`src/rtl/cla8_pkg.sv`:
```
// Shared types and helpers for the CLA operand-launch / result-capture stage.
package cla8_pkg;

  localparam int unsigned CLA_WIDTH = 8;

  typedef enum logic [1:0] {
    IDLE   = 2'd0,
    SETTLE = 2'd1,
    DONE   = 2'd2
  } state_t;

  // Two's-complement overflow: operands agree in sign, result sign differs.
  function automatic logic ovf_from_msbs(input logic a_msb, input logic b_msb, input logic s_msb);
    return (a_msb == b_msb) && (s_msb != a_msb);
  endfunction

endpackage

```
`src/rtl/cla8_settle_counter.sv`:
```
// 4-bit load/decrement counter timing the CLA settle window.
module cla8_settle_counter (
  input  logic       clk,
  input  logic       rst_n,
  input  logic       i_load,
  input  logic [3:0] i_load_val,
  input  logic       i_dec,
  output logic       o_zero
);

  logic [3:0] r_cnt;

  always_ff @(posedge clk or negedge rst_n) begin
    if (!rst_n) begin
      r_cnt <= '0;
    end else if (i_load) begin
      r_cnt <= i_load_val;
    end else if (i_dec && (r_cnt != '0)) begin
      r_cnt <= r_cnt - 4'd1;
    end
  end

  assign o_zero = (r_cnt == '0);

endmodule

```
`src/rtl/cla8_io_stage.sv`:
```
// Registers operands onto an external CLA, waits for it to settle, captures
// sum/carry/overflow and cross-checks the result against a behavioural add.
module cla8_io_stage
  import cla8_pkg::*;
#(
  parameter int unsigned WIDTH         = CLA_WIDTH,
  parameter int unsigned SETTLE_CYCLES = 3
) (
  input  logic             clk,
  input  logic             rst_n,
  input  logic             in_valid,
  output logic             in_ready,
  input  logic [WIDTH-1:0] a,
  input  logic [WIDTH-1:0] b,
  input  logic             cin,
  output logic [WIDTH-1:0] cla_a,
  output logic [WIDTH-1:0] cla_b,
  output logic             cla_cin,
  input  logic [WIDTH-1:0] cla_sum,
  input  logic             cla_cout,
  output logic             out_valid,
  input  logic             out_ready,
  output logic [WIDTH-1:0] sum,
  output logic             cout,
  output logic             overflow,
  output logic             chk_err
);

  localparam logic [3:0] LOAD_VAL = 4'(SETTLE_CYCLES - 1);

  state_t           r_state;
  logic [WIDTH-1:0] r_cla_a;
  logic [WIDTH-1:0] r_cla_b;
  logic             r_cla_cin;
  logic [WIDTH-1:0] r_sum;
  logic             r_cout;
  logic             r_ovf;
  logic             r_err;

  logic             w_accept;
  logic             w_zero;
  logic [WIDTH:0]   w_ref;

  assign w_accept = (r_state == IDLE) && in_valid;
  assign w_ref    = {1'b0, r_cla_a} + {1'b0, r_cla_b} + {{WIDTH{1'b0}}, r_cla_cin};

  cla8_settle_counter u_settle (
    .clk        (clk),
    .rst_n      (rst_n),
    .i_load     (w_accept),
    .i_load_val (LOAD_VAL),
    .i_dec      (r_state == SETTLE),
    .o_zero     (w_zero)
  );

  always_ff @(posedge clk or negedge rst_n) begin
    if (!rst_n) begin
      r_state   <= IDLE;
      r_cla_a   <= '0;
      r_cla_b   <= '0;
      r_cla_cin <= 1'b0;
      r_sum     <= '0;
      r_cout    <= 1'b0;
      r_ovf     <= 1'b0;
      r_err     <= 1'b0;
    end else begin
      case (r_state)
        IDLE: begin
          if (in_valid) begin
            r_cla_a   <= a;
            r_cla_b   <= b;
            r_cla_cin <= cin;
            r_state   <= SETTLE;
          end
        end
        SETTLE: begin
          if (w_zero) begin
            r_sum   <= cla_sum;
            r_cout  <= cla_cout;
            r_ovf   <= ovf_from_msbs(r_cla_a[WIDTH-1], r_cla_b[WIDTH-1], cla_sum[WIDTH-1]);
            if (w_ref != {cla_cout, cla_sum}) r_err <= 1'b1;
            r_state <= DONE;
          end
        end
        DONE: begin
          if (out_ready) r_state <= IDLE;
        end
        default: r_state <= IDLE;
      endcase
    end
  end

  assign in_ready  = (r_state == IDLE);
  assign out_valid = (r_state == DONE);
  assign cla_a     = r_cla_a;
  assign cla_b     = r_cla_b;
  assign cla_cin   = r_cla_cin;
  assign sum       = r_sum;
  assign cout      = r_cout;
  assign overflow  = r_ovf;
  assign chk_err   = r_err;

endmodule

```
`config.mk`:
```
export PLATFORM = sky130hd
export DESIGN_NAME = cla8_io_stage
export DESIGN_NICKNAME = d
export VERILOG_FILES = /design/src/rtl/cla8_pkg.sv /design/src/rtl/cla8_settle_counter.sv /design/src/rtl/cla8_io_stage.sv
export SDC_FILE = /design/constraint.sdc
export NUM_CORES = 1
export LEC_CHECK = 0
export ABC_AREA = 1
export BUFFER_PORTS_ARGS = -buffer_cell sky130_fd_sc_hd__buf_2
export CORE_MARGIN = 4
export CORE_UTILIZATION = 51
export DETAILED_ROUTE_END_ITERATION = 10
export HOLD_SLACK_MARGIN = 0.15
export PLACE_DENSITY = 0.8
export SYNTH_ARGS = -nofsm -noshare
export SYNTH_HDL_FRONTEND = slang
export SYNTH_SLANG_ARGS = --single-unit
```
`constraint.sdc`:
```
create_clock -name clk -period 2.27 [get_ports clk]
set_input_delay 0.454 -clock clk [delete_from_list [all_inputs] [get_ports clk]]
set_output_delay 0.454 -clock clk [all_outputs]
set_load 0.01 [all_outputs]
```
### Word level (Yosys, flattened, before mapping)

Index checks and enable logic that the tools add are counted.

| storage, ports and cells | value |
|---|---|
| register bits | 34 |
| input port bits | 30 |
| output and inout bits | 30 |
| logic and storage cells | 37 |

| operators by class | value |
|---|---|
| add/subtract/negate cells | 3 |
| equal/unequal tests | 8 |
| multiplexer cells | 6 |
| reductions and logical operators | 11 |

Operators by type and width:

| operator | count |
|---|---|
| adder 8 x 8 -> 9 bit | 1 |
| adder 9 x 1 -> 9 bit | 1 |
| inequality test 9 bit | 1 |
| two-way mux 4 bit | 2 |
| two-way mux 2 bit | 3 |
| case mux 2 bit (3 select lines) | 1 |
| AND reduction 3 bit | 2 |
| zero test 4 bit | 1 |
| inequality test 2 bit (second input constant) | 2 |
| AND reduction 2 bit | 2 |
| nonzero test 4 bit | 1 |
| subtractor 4 x 1 -> 4 bit (second input constant) | 1 |
| logical AND 1 bit | 3 |
| == test 2 x 1 -> 1 bit (second input constant) | 1 |
| == test 2 bit (second input constant) | 1 |
| zero test 2 bit | 1 |
| inequality test 2 x 1 -> 1 bit (second input constant) | 1 |
| nonzero test 2 bit | 1 |
| == test 1 bit | 1 |
| inequality test 1 bit | 1 |

### Logic depth before layout (Yosys ltp)

Gate-level depths: netlist (run 1).

| logic depth | value |
|---|---|
| depth after elaboration | 4 |
| gate-level depth with buffers | 15 |
| depth with buffers taken out | 15 |

### Modules after synthesis

Synthesis (run 1) repeated with hierarchy kept, for this count alone.

| second synthesis, totals | value |
|---|---|
| cells, all modules | 264 |
| area, all modules | 1991.9 um2 |

Modules (own cells, without submodules):

| module | times used | cells each | area an instance (um2) | sequential area each (um2) |
|---|---|---|---|---|
| cla8_io_stage | 1 | 218 | 1696.6 | 750.7 |
| cla8_settle_counter | 1 | 46 | 295.3 | 100.1 |

### Least setup slack after synthesis (run 1)

OpenSTA, ideal clock, no wires.

| timing | value |
|---|---|
| kind | flip-flop to flip-flop |
| start | register r_cla_a[0] (netlist: cla_a[0]) |
| end | register r_err (netlist: chk_err) |
| library setup time | 0.117 ns |
| arrival | 1.978 ns |
| required time | 2.153 ns |
| setup slack | 0.175 ns |
| cell stages (with the launch flop) | 13 |
| path buffers | 0 |
| clock period less this slack | 2.095 ns |
| path through | dfrtp_1 > inv_1 > fa_1 > inv_1 > fa_1 > xnor2_1 > nand2_1 > nor2_1 > nand2_1 > nor2_1 > nand4_1 > nand2_1 > nand2_1 |

| between the ends | value |
|---|---|
| word-level cells in the longest chain between the ends | 4 |

Ends and longest elaborated chain:

| what | line | RTL |
|---|---|---|
| start: declaration | cla8_io_stage.sv:32 | `logic [WIDTH-1:0] r_cla_a;` |
| start signal: assignment | cla8_io_stage.sv:59 | `r_cla_a <= '0;` |
| start signal: assignment | cla8_io_stage.sv:70 | `r_cla_a <= a;` |
| adder 8 x 8 -> 9 bit | cla8_io_stage.sv:45 | `assign w_ref = {1'b0, r_cla_a} + {1'b0, r_cla_b} + {{WIDTH{1'b0}}, r_cla_cin};` |
| adder 9 x 1 -> 9 bit | cla8_io_stage.sv:45 |  |
| inequality test 9 bit | cla8_io_stage.sv:81 | `if (w_ref != {cla_cout, cla_sum}) r_err <= 1'b1;` |
| AND reduction 3 bit (no source line) | - |  |
| end signal: assignment | cla8_io_stage.sv:65 | `r_err <= 1'b0;` |
| end signal: assignment | cla8_io_stage.sv:81 |  |
| end: declaration | cla8_io_stage.sv:38 | `logic r_err;` |

No other way between the ends.
A chain may end at the register's enable or synchronous reset.

### Final worst setup path (run 1)

Same ends and word-level chain as after synthesis.

==> flow_metrics.tcl, run 1 <==
set metrics [dict create \
    core_um2 3468 \
    place_ws_ps 131.2 \
    yosys_warnings 0 \
    maxSlewViolCount 0 \
    max_freq_ghz 0.4907 \
    die-area_um2 4764 \
    power_mw 3.655 \
    p_clk_frac 0.127 \
    netlist_instances 249 \
    yosys.area.top_type_share 0.4480 \
    critPathMaxFanout 2 \
    setup_viol 0 \
    numCtsBuffers 5 \
    clk_path_buf_depth 2 \
    drt_iter0_markers 140 \
    hpwl_mm 3.424 \
    vias 1732 \
    startpoint_type "flip-flop" \
    hold_viol 0 \
    grt_pass1_wl_mm 7.410 \
    dp.cells 350 \
    antenna_left 0 \
    synth_commonest_cells "nand2_1, dfrtp_1, inv_1, nand3_1, o21ai_0" \
    syn2layout_area_growth_pct 22.27 \
    clkLatencyLatePin_ps 290 \
    grt_pass1_vias 1688 \
    dr.pass1.iters 4 \
    seqCellArea_um2 850.8 \
    final_nets 352 \
    synth.top_cells.by_area "dfrtp_1, nand2_1, inv_1" \
    post_drt_wl_per_cell_um 12.03 \
    worstPathRequired_ps 2460 \
    drcViolationCount 0 \
    path_clk_slew_ps 70 \
    synth.most_common_cell "nand2_1" \
    antenna_found_initial 0 \
    place_congestion 0.8378 \
    cts.sinks 34 \
    p_leak_nw 1.386 \
    fin_crit_sh 0.8977 \
    ys_ff_latch 34 \
    status "completed" \
    seq_area_frac_synth 0.4480 \
    die_y_um 69.03 \
    placed_cell_area_um2 2221 \
    yosysTopAreaCell "dfrtp_1" \
    synth_cell_types 24 \
    critPathArrivalTime_ps 2230 \
    die_w_um 69.03 \
    crit_type "flip-flop to flip-flop" \
    rsz0062_at_grt "no" \
    hold_path.class "input pin to asynchronous set/reset pin" \
    max_slew_margin 0.5178 \
    initial_core_util 0.5476 \
    fin_util 0.6696 \
    clock-skew-final_ps 7.648 \
    synth_edf_count 0 \
    postLayoutCellArea_um2 2322 \
    grt.overflow.total 0 \
    p_sw_mw 1.701 \
    grt_usage 0.1928 \
    hold_slack_ps 209.7 \
    p_int_mw 1.955 \
    synth_ff_type "dfrtp_1" \
    root_buffer "clkbuf_8" \
    cp-end-kind "flip-flop" \
    cts_tree "done" \
    synth_fp_nets 289 \
    fin_ws_ps 232.2 \
    htreeDepth 2 \
    avgSynthCellArea_um2 7.628 \
    layout.filler_cells 313 \
    ir_drop_mv 0.8041 \
    portBuffers 59 \
    seqPwrFrac 0.303 \
    viasPerCell 4.825 \
    wl_mm 4.318 \
    synth-async-reset-ratio 1.000 \
    ios 60 \
    syn_area_um2 1899 \
    multi_input_area_um2 892.1 \
    combinationalPowerShare 0.569 \
    setup-tns-final_ps 0 \
    worstMarginPinSlew_ps 723.4 \
    drive_gt1_frac 0.2460 \
    maxCapViolCount 0 \
    fin_crit_ps 2038 \
    instances_no_fill 359 \
    p_per_area_nw_per_um2 1574 \
    swShare 0.4653 \
    diodes 0 \
    grt_max_degree 35 \
    fp-row-count 21 \
]
-- state kept, by name (all words and copies together) (netlist names) --
signal	count
overflow	1
cout	1
u_settle.r_cnt	4
chk_err	1
cla_b	8
cla_a	8
r_state	2
sum	8
cla_cin	1
-- cell usage in the layout (no fill, tap or decap), types with 4 or more instances in the layout --
cell type and n:
nor2_1 8, buf_2 59, o21ai_0 10, xor2_1 4, inv_1 31, dfrtp_1 34
nand2_1 112, ha_1 8, clkbuf_8 6, a21oi_1 5, nand3_1 10
-- worst paths after layout --
check,start,to,slack (ps),depth (start not counted)
worst max-delay path,cla_a[0]$_DFFE_PN0P_,chk_err$_DFFE_PN0P_,230,12
worst min-delay path,rst_n,r_state[1]$_DFFE_PN0P_,210,1
worst max register to register,cla_a[0]$_DFFE_PN0P_,chk_err$_DFFE_PN0P_,230,12
worst min register to register,sum[7]$_DFFE_PN0P_,sum[7]$_DFFE_PN0P_,470,2
max in group asynchronous,rst_n,cla_b[3]$_DFFE_PN0P_,1590,1
min in group clk,out_ready,r_state[1]$_DFFE_PN0P_,320,2
-- power groups by stage --
stage                     Sequential (mW)  Clock (mW)  Combinational [mW]
after floorplan                      1.20           0                1.40
after global placement               1.10           0                2.00
after detailed placement             1.12           0                2.07
after CTS                            1.11       0.469                2.08
after global routing                 1.15       0.494                2.40
final                                1.11       0.465                2.08
-- final cells by class --
type / instances / area share
flip-flops and latches: 34 / 0.3664
clock buffers: 7 / 0.03718
multi-input cells: 177 / 0.3842
clock inverters: 1 / 0.002155
repair buffers: 60 / 0.1304
well taps: 46 / 0.02478
inverters: 34 / 0.05496
-- repair_timing --
item	CTS	global route
resized for setup	0	3
hold buffers	0	0
setup buffers	0	1
endpoints found under the setup margin	0	1
-- critical path, cell delays in order (launching register included) --
cell	delay [ps]
dfrtp_1	360
inv_2	50
fa_1	420
inv_2	70
fa_1	410
xnor2_1	140
nand2_1	80
nor2_2	80
nand2_1	50
nor2_1	70
nand4_1	90
nand2_1	60
nand2_1	40
-- kinds of logic (layout without fill, tap and decap cells) --
logic type | count (synthesis) | in the layout | share of synthesized area
adders and majority gates | 10 | 10 | 0.07378
buffers and inverters | 38 | 102 | 0.08366
and+or+nand+nor | 140 | 140 | 0.3037
xor gates and xnor gates | 7 | 7 | 0.03228
AOI/OAI and AO/OA | 20 | 20 | 0.05863
DFF | 34 | 34 | 0.4480
-- layer usage --
metal	vias up	part of all wire	global-route usage	routed length, µm
li1	893	-	-	-
met1	777	0.44	0.2271	1912
met2	52	0.47	0.3199	2020
met3	10	0.068	0.06686	294
met4	0	0.021	0.07809	91
met5	-	0	0	0
(Power assumes the default switching activity.)
==> run 2, diff against run 1 <==
--- a/config.mk
+++ b/config.mk
@@ -7,11 +7,12 @@
 export LEC_CHECK = 0
 export ABC_AREA = 1
 export BUFFER_PORTS_ARGS = -buffer_cell sky130_fd_sc_hd__buf_2
-export CORE_MARGIN = 4
 export CORE_UTILIZATION = 51
 export DETAILED_ROUTE_END_ITERATION = 10
 export HOLD_SLACK_MARGIN = 0.15
+export MAX_ROUTING_LAYER = met4
 export PLACE_DENSITY = 0.8
+export RECOVER_POWER = 100
 export SYNTH_ARGS = -nofsm -noshare
 export SYNTH_HDL_FRONTEND = slang
 export SYNTH_SLANG_ARGS = --single-unit
==> flow_metrics.tcl, run 2 (synthesized netlist as in run 1, its figures left out) <==
set metrics [dict create \
    status "finished, violations left" \
    violations "DRC, capacitance limit, slew limit" \
    critPathMaxFanout 3 \
    fin_crit_ps 2083 \
    final_common_cell "nand2_1" \
    maxSlewViolCount 35 \
    root_buffer "clkbuf_8" \
    numCtsBuffers 5 \
    swShare 0.4513 \
    maxCapViolCount 1 \
    post-cts-setup-buffers 0 \
    place_congestion 0.8366 \
    die-area_um2 3972 \
    antenna_left 0 \
    hold_viol 0 \
    dr.pass1.iters 7 \
    hold_path.class "input pin to flip-flop" \
    fin_util 0.6736 \
    p_sw_mw 1.715 \
    clk_path_buf_depth 2 \
    hpwl_mm 3.074 \
    drt_iter0_markers 99 \
    power_mw 3.801 \
    drcViolationCount 2 \
    setup_viol 0 \
    diodes 0 \
    cts.sinks 34 \
    viasPerCell 4.914 \
    drive_gt1_frac 0.1374 \
    setup-tns-final_ps 0 \
    worstMarginPinSlew_ps 1735 \
    fp-row-count 21 \
    fin_ws_ps 187.2 \
    fin_crit_sh 0.9175 \
    p_per_area_nw_per_um2 1639 \
    grt_usage 0.2424 \
    p_leak_nw 1.309 \
    post_drt_wl_per_cell_um 11.99 \
    vias 1764 \
    ios 60 \
    p_clk_frac 0.176 \
    ir_drop_mv 0.8199 \
    die_y_um 63.03 \
    grt_max_degree 35 \
    cp-end-kind "flip-flop" \
    final_cell_mix "nand2_1, dfrtp_1, inv_1, clkbuf_1, buf_2" \
    hold_slack_ps 339.7 \
    path_clk_slew_ps 70 \
    clkLatencyLatePin_ps 290 \
    die_w_um 63.03 \
    combinationalPowerShare 0.530 \
    startpoint_type "flip-flop" \
    final_nets 352 \
    syn2layout_area_growth_pct 22.07 \
    critPathArrivalTime_ps 2270 \
    seqPwrFrac 0.294 \
    crit_type "flip-flop to flip-flop" \
    max_freq_ghz 0.4801 \
    path_cells "inv_1 > fa_2 > inv_2 > fa_1 > xnor2_1 > nand2_1 > nor2_1 > nand2_1 > nor2_1 > nand4_1 > nand2_1 > nand2_1" \
    grt.overflow.total 0 \
    clock-skew-final_ps 3.680 \
    wl_mm 4.303 \
    worstPathRequired_ps 2450 \
    path_common_cell "nand2_1" \
    max_slew_margin -0.1565 \
    grt_pass1_vias 1626 \
    grt_pass1_wl_mm 7.203 \
    portBuffers 59 \
    htreeDepth 2 \
    place_ws_ps 143.6 \
    core_um2 3442 \
    antenna_found_initial 0 \
    cp_slowest_stage_delay_ps 420 \
    cts_tree "done" \
    cp_slowest_cell "fa_1" \
    p_int_mw 2.085 \
    initial_core_util 0.5518 \
]
## run 2: cell types whose count changed in the layout (fill, tap and decap cells not counted), sizes merged
cell,previous run,this run
clkbuf,7,35
buf,60,30
bufinv,0,2
## run 2: power by group through the flow
| stage | clock network (mW) | logic, mW | registers [mW] |
|---|---|---|---|
| after floorplan | 0 | 1.40 | 1.20 |
| after global placement | 0 | 2.00 | 1.10 |
| after detailed placement | 0 | 2.03 | 1.12 |
| after CTS | 0.672 | 2.07 | 1.11 |
| after global routing | 0.715 | 2.32 | 1.15 |
| final | 0.667 | 2.02 | 1.12 |
## run 2: final timing paths
path | startpoint | endpoint | cells past startpoint | slack (ps)
worst max register to register | cla_a[0]$_DFFE_PN0P_ | chk_err$_DFFE_PN0P_ | 12 | 190
worst min-delay path | out_ready | r_state[1]$_DFFE_PN0P_ | 2 | 340
min in group asynchronous | rst_n | u_settle.r_cnt[0]$_DFFE_PN0P_ | 1 | 610
worst min register to register | u_settle.r_cnt[3]$_DFFE_PN0P_ | u_settle.r_cnt[3]$_DFFE_PN0P_ | 1 | 480
max in group asynchronous | rst_n | overflow$_DFFE_PN0P_ | 1 | 650
worst max-delay path | cla_a[0]$_DFFE_PN0P_ | chk_err$_DFFE_PN0P_ | 12 | 190
## run 2: worst max-delay path, delay by kind of cell, from the launching register on
| family | cells | cell delay [ps] |
|---|---|---|
| simple gates | 7 | 510 |
| fa+ha+maj | 2 | 830 |
| buf+inv | 2 | 160 |
| xor+xnor | 1 | 140 |
| flops | 1 | 340 |
## run 2: layout make-up
class | count | area, µm²
fill | 328 | 1124
tap | 46 | 57.56
timing repair buffer | 60 | 265.3
sequential | 34 | 850.8
multi-input combinational | 177 | 879.6
inverter | 34 | 127.6
clock inverter | 3 | 68.82
clock buffer | 5 | 68.82
## run 2: what timing repair did
action | in CTS | in global routing
gates resized for setup | 0 | 2
endpoints found under the setup margin | 0 | 1
hold buffers | 0 | 0
## run 2: metal layers
layer | share of wire | up-vias | track usage
met4 | 0.024 | 0 | 0.1047
met1 | 0.46 | 793 | 0.2952
li1 | - | 894 | -
met3 | 0.055 | 15 | 0.06387
met2 | 0.46 | 62 | 0.3777
met5 | 0 | - | -
## run 2: metrics by stage
step,instances,area (µm²)
floorplan,249,1899
global placement,351,2228
detailed placement,351,2228
CTS,359,2366
global route,359,2318
finish,359,2318
